<file path="src/rtl/mult_sequencer.sv">
// mult_sequencer: multi-cycle signed multiply controller for the EX stage.
// Runs a WIDTH-step shift-add on operand magnitudes.
// It then fixes the sign and commits the 2*WIDTH product to hi/lo.
// It stalls the pipeline while the sequence is in flight.
module mult_sequencer #(
  parameter int WIDTH = 32,
  parameter int CNT_W = $clog2(WIDTH)
) (
  input  logic             clk,
  input  logic             rst,
  input  logic [2:0]       alu_operation,
  input  logic             ex_valid,
  input  logic             flush,
  input  logic [WIDTH-1:0] src_a,
  input  logic [WIDTH-1:0] src_b,
  output logic             stall,
  output logic             busy,
  output logic             done,
  output logic [WIDTH-1:0] hi,
  output logic [WIDTH-1:0] lo
);

  localparam logic [2:0] OP_MULT = 3'b011;

  typedef enum logic [1:0] {
    IDLE,
    RUN,
    FIX,
    DONE
  } state_t;

  state_t               state;
  logic [CNT_W-1:0]     cnt;
  logic [2*WIDTH-1:0]   acc;
  logic [WIDTH-1:0]     mcand;
  logic [WIDTH-1:0]     mplier;
  logic                 neg;

  logic                 accept;
  logic [WIDTH-1:0]     mag_a;
  logic [WIDTH-1:0]     mag_b;
  logic [WIDTH:0]       sum;
  logic [2*WIDTH-1:0]   product;

  // Start decode, operand magnitudes, one partial-product add, and the final sign fix.
  // Accept is masked by reset so stall is low while rst is held.
  // A squashed multiply drops stall in the same cycle, so the flushed slot is not held.
  always_comb begin
    accept  = rst && (state == IDLE) && ex_valid && (alu_operation == OP_MULT) && !flush;
    mag_a   = src_a[WIDTH-1] ? (~src_a + 1'b1) : src_a;
    mag_b   = src_b[WIDTH-1] ? (~src_b + 1'b1) : src_b;
    sum     = {1'b0, acc[2*WIDTH-1:WIDTH]} + (mplier[0] ? {1'b0, mcand} : '0);
    product = neg ? (~acc + 1'b1) : acc;
    stall   = accept | (((state == RUN) || (state == FIX)) && !flush);
  end

  // Sequencer: latch operands, iterate WIDTH shift-add steps, fix sign, commit, pulse done.
  always_ff @(posedge clk or negedge rst) begin
    if (!rst) begin
      state  <= IDLE;
      cnt    <= '0;
      acc    <= '0;
      mcand  <= '0;
      mplier <= '0;
      neg    <= 1'b0;
      hi     <= '0;
      lo     <= '0;
      done   <= 1'b0;
      busy   <= 1'b0;
    end else begin
      case (state)
        IDLE: begin
          done <= 1'b0;
          if (accept) begin
            state  <= RUN;
            busy   <= 1'b1;
            mcand  <= mag_a;
            mplier <= mag_b;
            neg    <= src_a[WIDTH-1] ^ src_b[WIDTH-1];
            acc    <= '0;
            cnt    <= '0;
          end
        end
        RUN: begin
          if (flush) begin
            state <= IDLE;
            busy  <= 1'b0;
          end else begin
            acc    <= {sum, acc[WIDTH-1:1]};
            mplier <= {acc[0], mplier[WIDTH-1:1]};
            cnt    <= cnt + CNT_W'(1);
            if (cnt == CNT_W'(WIDTH - 1)) begin
              state <= FIX;
            end
          end
        end
        FIX: begin
          busy <= 1'b0;
          if (flush) begin
            state <= IDLE;
          end else begin
            hi    <= product[2*WIDTH-1:WIDTH];
            lo    <= product[WIDTH-1:0];
            done  <= 1'b1;
            state <= DONE;
          end
        end
        DONE: begin
          done  <= 1'b0;
          state <= IDLE;
        end
        default: begin
          state <= IDLE;
          done  <= 1'b0;
          busy  <= 1'b0;
        end
      endcase
    end
  end

endmodule

</file>
<file path="config.mk">
export PLATFORM = sky130hd
export DESIGN_NAME = mult_sequencer
export DESIGN_NICKNAME = d
export VERILOG_FILES = /design/src/rtl/mult_sequencer.sv
export SDC_FILE = /design/constraint.sdc
export NUM_CORES = 1
export LEC_CHECK = 0
export CORE_MARGIN = 2
export CORE_UTILIZATION = 65
export DETAILED_ROUTE_END_ITERATION = 7
export DONT_BUFFER_PORTS = 1
export PLACE_DENSITY = 0.78
export SLEW_MARGIN = 0
export SYNTH_ARGS = -nofsm -noshare
export SYNTH_HDL_FRONTEND = slang
export SYNTH_SLANG_ARGS = --single-unit
</file>
<file path="constraint.sdc">
create_clock -name clk -period 3.2 [get_ports clk]
set_clock_uncertainty 0.05 [all_clocks]
set_input_delay 0.64 -clock clk [delete_from_list [all_inputs] [get_ports clk]]
set_output_delay 0.64 -clock clk [all_outputs]
set_load 0.01 [all_outputs]
</file>
======== Word level (Yosys, flattened, before mapping) ========
Cells that the tools add are included.
word-level totals
  bits in registers ....................... 202
  bits of input ports ..................... 71
  logic and storage cells ................. 72
cells by class
  add/subtract/negate cells ............... 5
  eq/ne operators ......................... 10
  multiplexer cells ....................... 23
  bitwise logic cells ..................... 6
  reductions and logical operators ........ 18
operators with widths
  kind                     number
  $mux W64                 3
  $mux W32                 5
  $pmux W64 S2             1
  $add A32 B1 Y32 const B  2
  $add A64 B1 Y64 const B  1
  $not A32 Y32             2
  $not A64 Y64             1
  $pmux W32 S2             1
  $add A32 B32 Y33         1
  $mux W5                  2
  $pmux W5 S2              1
  $mux W2                  4
  $ne A2 B2 Y1 const B     4
  $pmux W2 S4              1
  $reduce_and A2 Y1        4
  $reduce_and A3 Y1        2
  $add A5 B1 Y5 const B    1
  $eq A5 B5 Y1 const B     1
  $logic_and A1 B1 Y1      5
  $eq A2 B2 Y1 const B     2
  $reduce_bool A2 Y1       2
  $eq A3 B2 Y1 const B     1
  $mux W1                  3
  $ne A3 B2 Y1 const B     1
  11 further kinds         11

======== Logic depth before layout (Yosys ltp) ========
  depth after elaboration ................. 7
  depth in mapped cells ................... 13
  depth with buffers taken out ............ 12

======== Least setup slack after synthesis ========
Ideal clock, no wire load.
  kind .................................... input to register
  start point ............................. in src_a[0]
  end point ............................... reg mcand[30]
  data arrival time ....................... 2909 ps
  required time ........................... 3018 ps
  setup slack ............................. 108 ps
  stages .................................. 10
  path buffers ............................ 0
  path through ............................ inv_1 ha_1 or4b_4 or3_4 or3_4 nand2b_4 nand2b_4 o41ai_2 xor2_1 o21ai_1
on the way
  longest elaborated chain between the ends .. 3
RTL lines
  element                 line  RTL
  start: declaration      14    input logic [WIDTH-1:0] src_a,
  $not A32 Y32            50    mag_a = src_a[WIDTH-1] ? (~src_a + 1'b1) : src_a;
  $add A32 B1 Y32         50
  $mux W32                50
  end signal: assignment  77    mcand <= mag_a;
  end: declaration        35    logic [WIDTH-1:0] mcand;
No other way between the ends.
A chain may end at the register's enable or synchronous reset.

======== Worst setup path after layout ========
  start point ............................. reg mplier[0]
  end point ............................... reg acc[62]
on the way
  longest elaborated chain between the ends .. 4
RTL lines
  element                   line  RTL
  start: declaration        36    logic [WIDTH-1:0] mplier;
  start signal: assignment  78    mplier <= mag_b;
  start signal: assignment  90    mplier <= {acc[0], mplier[WIDTH-1:1]};
  $mux W32                  52    sum = {1'b0, acc[2*WIDTH-1:WIDTH]} + (mplier[0] ? {1'b0, mcand} : '0);
  $add A32 B32 Y33          52
  $mux W64                  85    if (flush) begin
  $pmux W64 S2              71    case (state)
  end signal: assignment    89    acc <= {sum, acc[WIDTH-1:1]};
  end: declaration          34    logic [2*WIDTH-1:0] acc;
No other way between the ends. The select of a mux whose other input is x is not followed.

==> out/metrics.yaml <==
logic_synthesis:
  syn_area_um2: 12200
  syn_nets: 1501
  synth-edff-count: 0
  syn_inst: 1387
  avgSynthCellArea_um2: 8.77
  synth_top_flop_cell: "dfrtp_1"
  ys_seq_elements: 202
  ys_types: 56
  synthArstFlopShare_pct: 100
  yosys_warnings: 0
  yosysSeqAreaShare_pct: 41.6
sta:
  hold_ws_ns: -0.227
  finalHoldViolations: 202
  finalSetupTns_ns: 0
  finalCritPeriodShare_pct: 95.2
  tightest_slew_ns: 0.985
  fin_ws_ns: 0.154
  relSlewSlack_pct: 34.1
  post-route-min-period_ns: 3.05
  setup_viol: 0
  slew_violations: 0
  fmax_ghz: 0.328
clock_network:
  cts_max_level: 1
  tritoncts: "built"
  cts_root_buf: "clkbuf_16"
  path_clk_slew_ns: 0.06
  cts.sinks: 202
  clock_latency_ns: 0.51
  cts_inserted_buffers: 22
  cts_buffer_depth: 3
die:
  die_h_um: 141
  fp.coreArea_um2: 18500
  rows: 50
  die-width_um: 141
  start_util_pct: 65.7
  num_io_pins: 138
  die-area_um2: 19800
cells_and_area:
  drive_above_1_share_pct: 7.19
  seq_area_um2: 5060
  multiInputGateArea_um2: 6760
  mostFrequentLayoutCells: "nand2_1, dfrtp_1, o21ai_0, xor2_1"
  final_common_cell: "nand2_1"
  final_nets: 1478
  n_fill_cell: 1477
  syn2layout_area_growth_pct: 8.62
  n_antenna_cell: 0
worst_setup_path:
  crit_top_cell: "o21ai_0"
  rr_worst_depth: 11
  worstPathArrival_ns: 3.37
  worstPathCellList: "buf_12 -> and2_1 -> ha_1 -> buf_4 -> nand2_1 -> o21ai_0 -> o21ba_2 -> a21o_1 -> o41ai_1 -> xnor2_1 -> o21ai_0"
  slowest_stage: "dfrtp_2"
  worstSetupStartpoint: "mplier[0]"
  worstPathRequired_ns: 3.53
  crit_fanout: 28
  rr_startpoint: "mplier[0]"
  cp-start-kind: "register"
  reg2reg_to: "acc[62]"
  critical_path_class: "register to register"
  rrSetupSlack_ns: 0.15
  path_delay_family: "compound AO/OA/AOI/OAI gates"
  crit_buf_inv: 2
  critPathCaptureType: "register"
  slowest_delay_ns: 0.44
pwr:
  total_power_mw: 9.47
  p_sw_share_pct: 38.7
  p_int_mw: 5.81
  p_comb_share_pct: 37.4
  seqPwrFrac_pct: 36.3
  power_per_cell_area_nw_per_um2: 717
  peakVddDrop_v: 0.000462
  clockPowerShare_pct: 26.2
  p_leak_nw: 6.04
  p_switching_mw: 3.67
detailed_routing:
  dr.pass1.iters: 6
  drt_iter0_markers: 629
  antenna_left: 0
  drc: 0
  totalWireLength_um: 27400
  vias_per_cell: 6.20
  vias: 9986
  wl_per_cell_um: 17.0
placement:
  portBuffers: 0
  gp_congestion: 0.969
  place_ws_ns: -0.0299
  dp_hpwl_um: 19500
run:
  maxCapViolCount: 0
grt:
  grt_overflow_total: 0
  grt_start_max_net_pins: 204
  grt_pass1_wl_um: 46000
  antenna_found_initial: 0
  grt_usage_pct: 27.8
  grt_pass1_vias: 9353
outcome:
  status: "complete, but fails checks"
  failed_checks: "negative hold slack"
min_path:
  hp-class: "input pin to async pin"
[metal layers]
layer  wire [um]  up-vias  GRT usage, %
li1            -     4875             -
met3        2070       31          5.71
met1       12800     4768          41.5
met5           0        -             0
met2       12200      312          43.2
met4         300        0          4.21
[Yosys cell counts (3+ instances only)]
cell type	instances	share of area, %
a211oi_1	3	0.19
clkbuf_1	82	2.5
or4_1	17	1.0
or2_2	5	0.26
a22o_1	35	2.5
a31oi_1	9	0.46
nor2_1	59	1.8
o211ai_1	4	0.25
inv_1	18	0.56
nor3_1	9	0.37
o221ai_1	7	0.50
nand2b_1	11	0.57
o41ai_1	19	1.4
or3_1	17	0.87
o21bai_1	3	0.19
buf_1	4	0.12
xor2_1	126	9.1
dfrtp_1	202	42
o21ai_1	37	1.5
and3_1	4	0.21
mux2i_1	8	0.66
and2_1	35	1.8
o21ai_0	176	7.2
nand3_1	24	0.99
nor2b_1	9	0.46
nor4_1	7	0.36
xnor2_1	22	1.6
nand4_1	13	0.67
nor4_2	3	0.31
a21o_1	17	1.0
ha_1	42	4.3
nand2_1	229	7.1
o31ai_1	39	2.4
a21oi_1	59	2.4
[cells by family (layout without fill, tap and decap cells)]
logic type                 count (synthesis)  after routing  share of synthesized area (%)
xor gates and xnor gates                 148            148                           10.7
and+or+nand+nor                          458            458                           18.1
adders and majority gates                 43             43                           4.49
buffers and inverters                    104             94                           3.21
DFF                                      202            202                           41.6
AOI/OAI and AO/OA                        424            424                           21.3
muxes                                      8              8                          0.658
[power groups by stage]
| stage | sequential [mW] | combinational [mW] | clock (mW) |
|---|---|---|---|
| floorplan | 3.33 | 2.66 | 0 |
| global route | 3.50 | 3.97 | 2.64 |
| detailed placement | 3.47 | 3.49 | 0 |
| CTS | 3.43 | 3.50 | 2.54 |
| finish | 3.44 | 3.55 | 2.49 |
| global placement | 3.45 | 3.38 | 0 |
[per-stage QoR]
step	cells	cell area, um2	hold WS (ns)	util (%)
after floorplan	1387	12200	0.294	-
after global placement	1573	12500	0.300	67.4
after detailed placement	1573	12500	0.300	67.4
after CTS	1610	13200	-0.247	71.2
after global routing	1611	13200	-0.252	71.3
final	1611	13200	-0.227	71.3
[worst max-delay path by stage]
| stage | end | cells after the start |
|---|---|---|
| after floorplan | mcand[30] | 10 |
| after global placement | mcand[30] | 10 |
| after detailed placement | mcand[30] | 10 |
| after CTS | hi[27] | 8 |
| after global routing | acc[59] | 12 |
| final | acc[62] | 11 |
[flip-flops by register name, indices dropped and copies added, names as in the netlist]
signal / flops
cnt: 5
lo: 32
state: 2
busy: 1
neg: 1
hi: 32
mplier: 32
done: 1
mcand: 32
acc: 64
[repair_timing]
action,in CTS,in global routing
setup buffers,0,1
hold endpoints to repair,202,202
endpoints found under the setup margin,0,10
resized for setup,0,8
[final cells by class]
| type | count | area share [%] |
|---|---|---|
| clock inverter | 8 | 0.786 |
| timing repair buffer | 39 | 2.50 |
| multi-input combinational | 1081 | 51.2 |
| inverter | 18 | 0.511 |
| tap | 234 | 2.22 |
| sequential | 202 | 38.3 |
| clock buffer | 29 | 4.52 |
No activity file was read; power rests on OpenSTA's default activity.
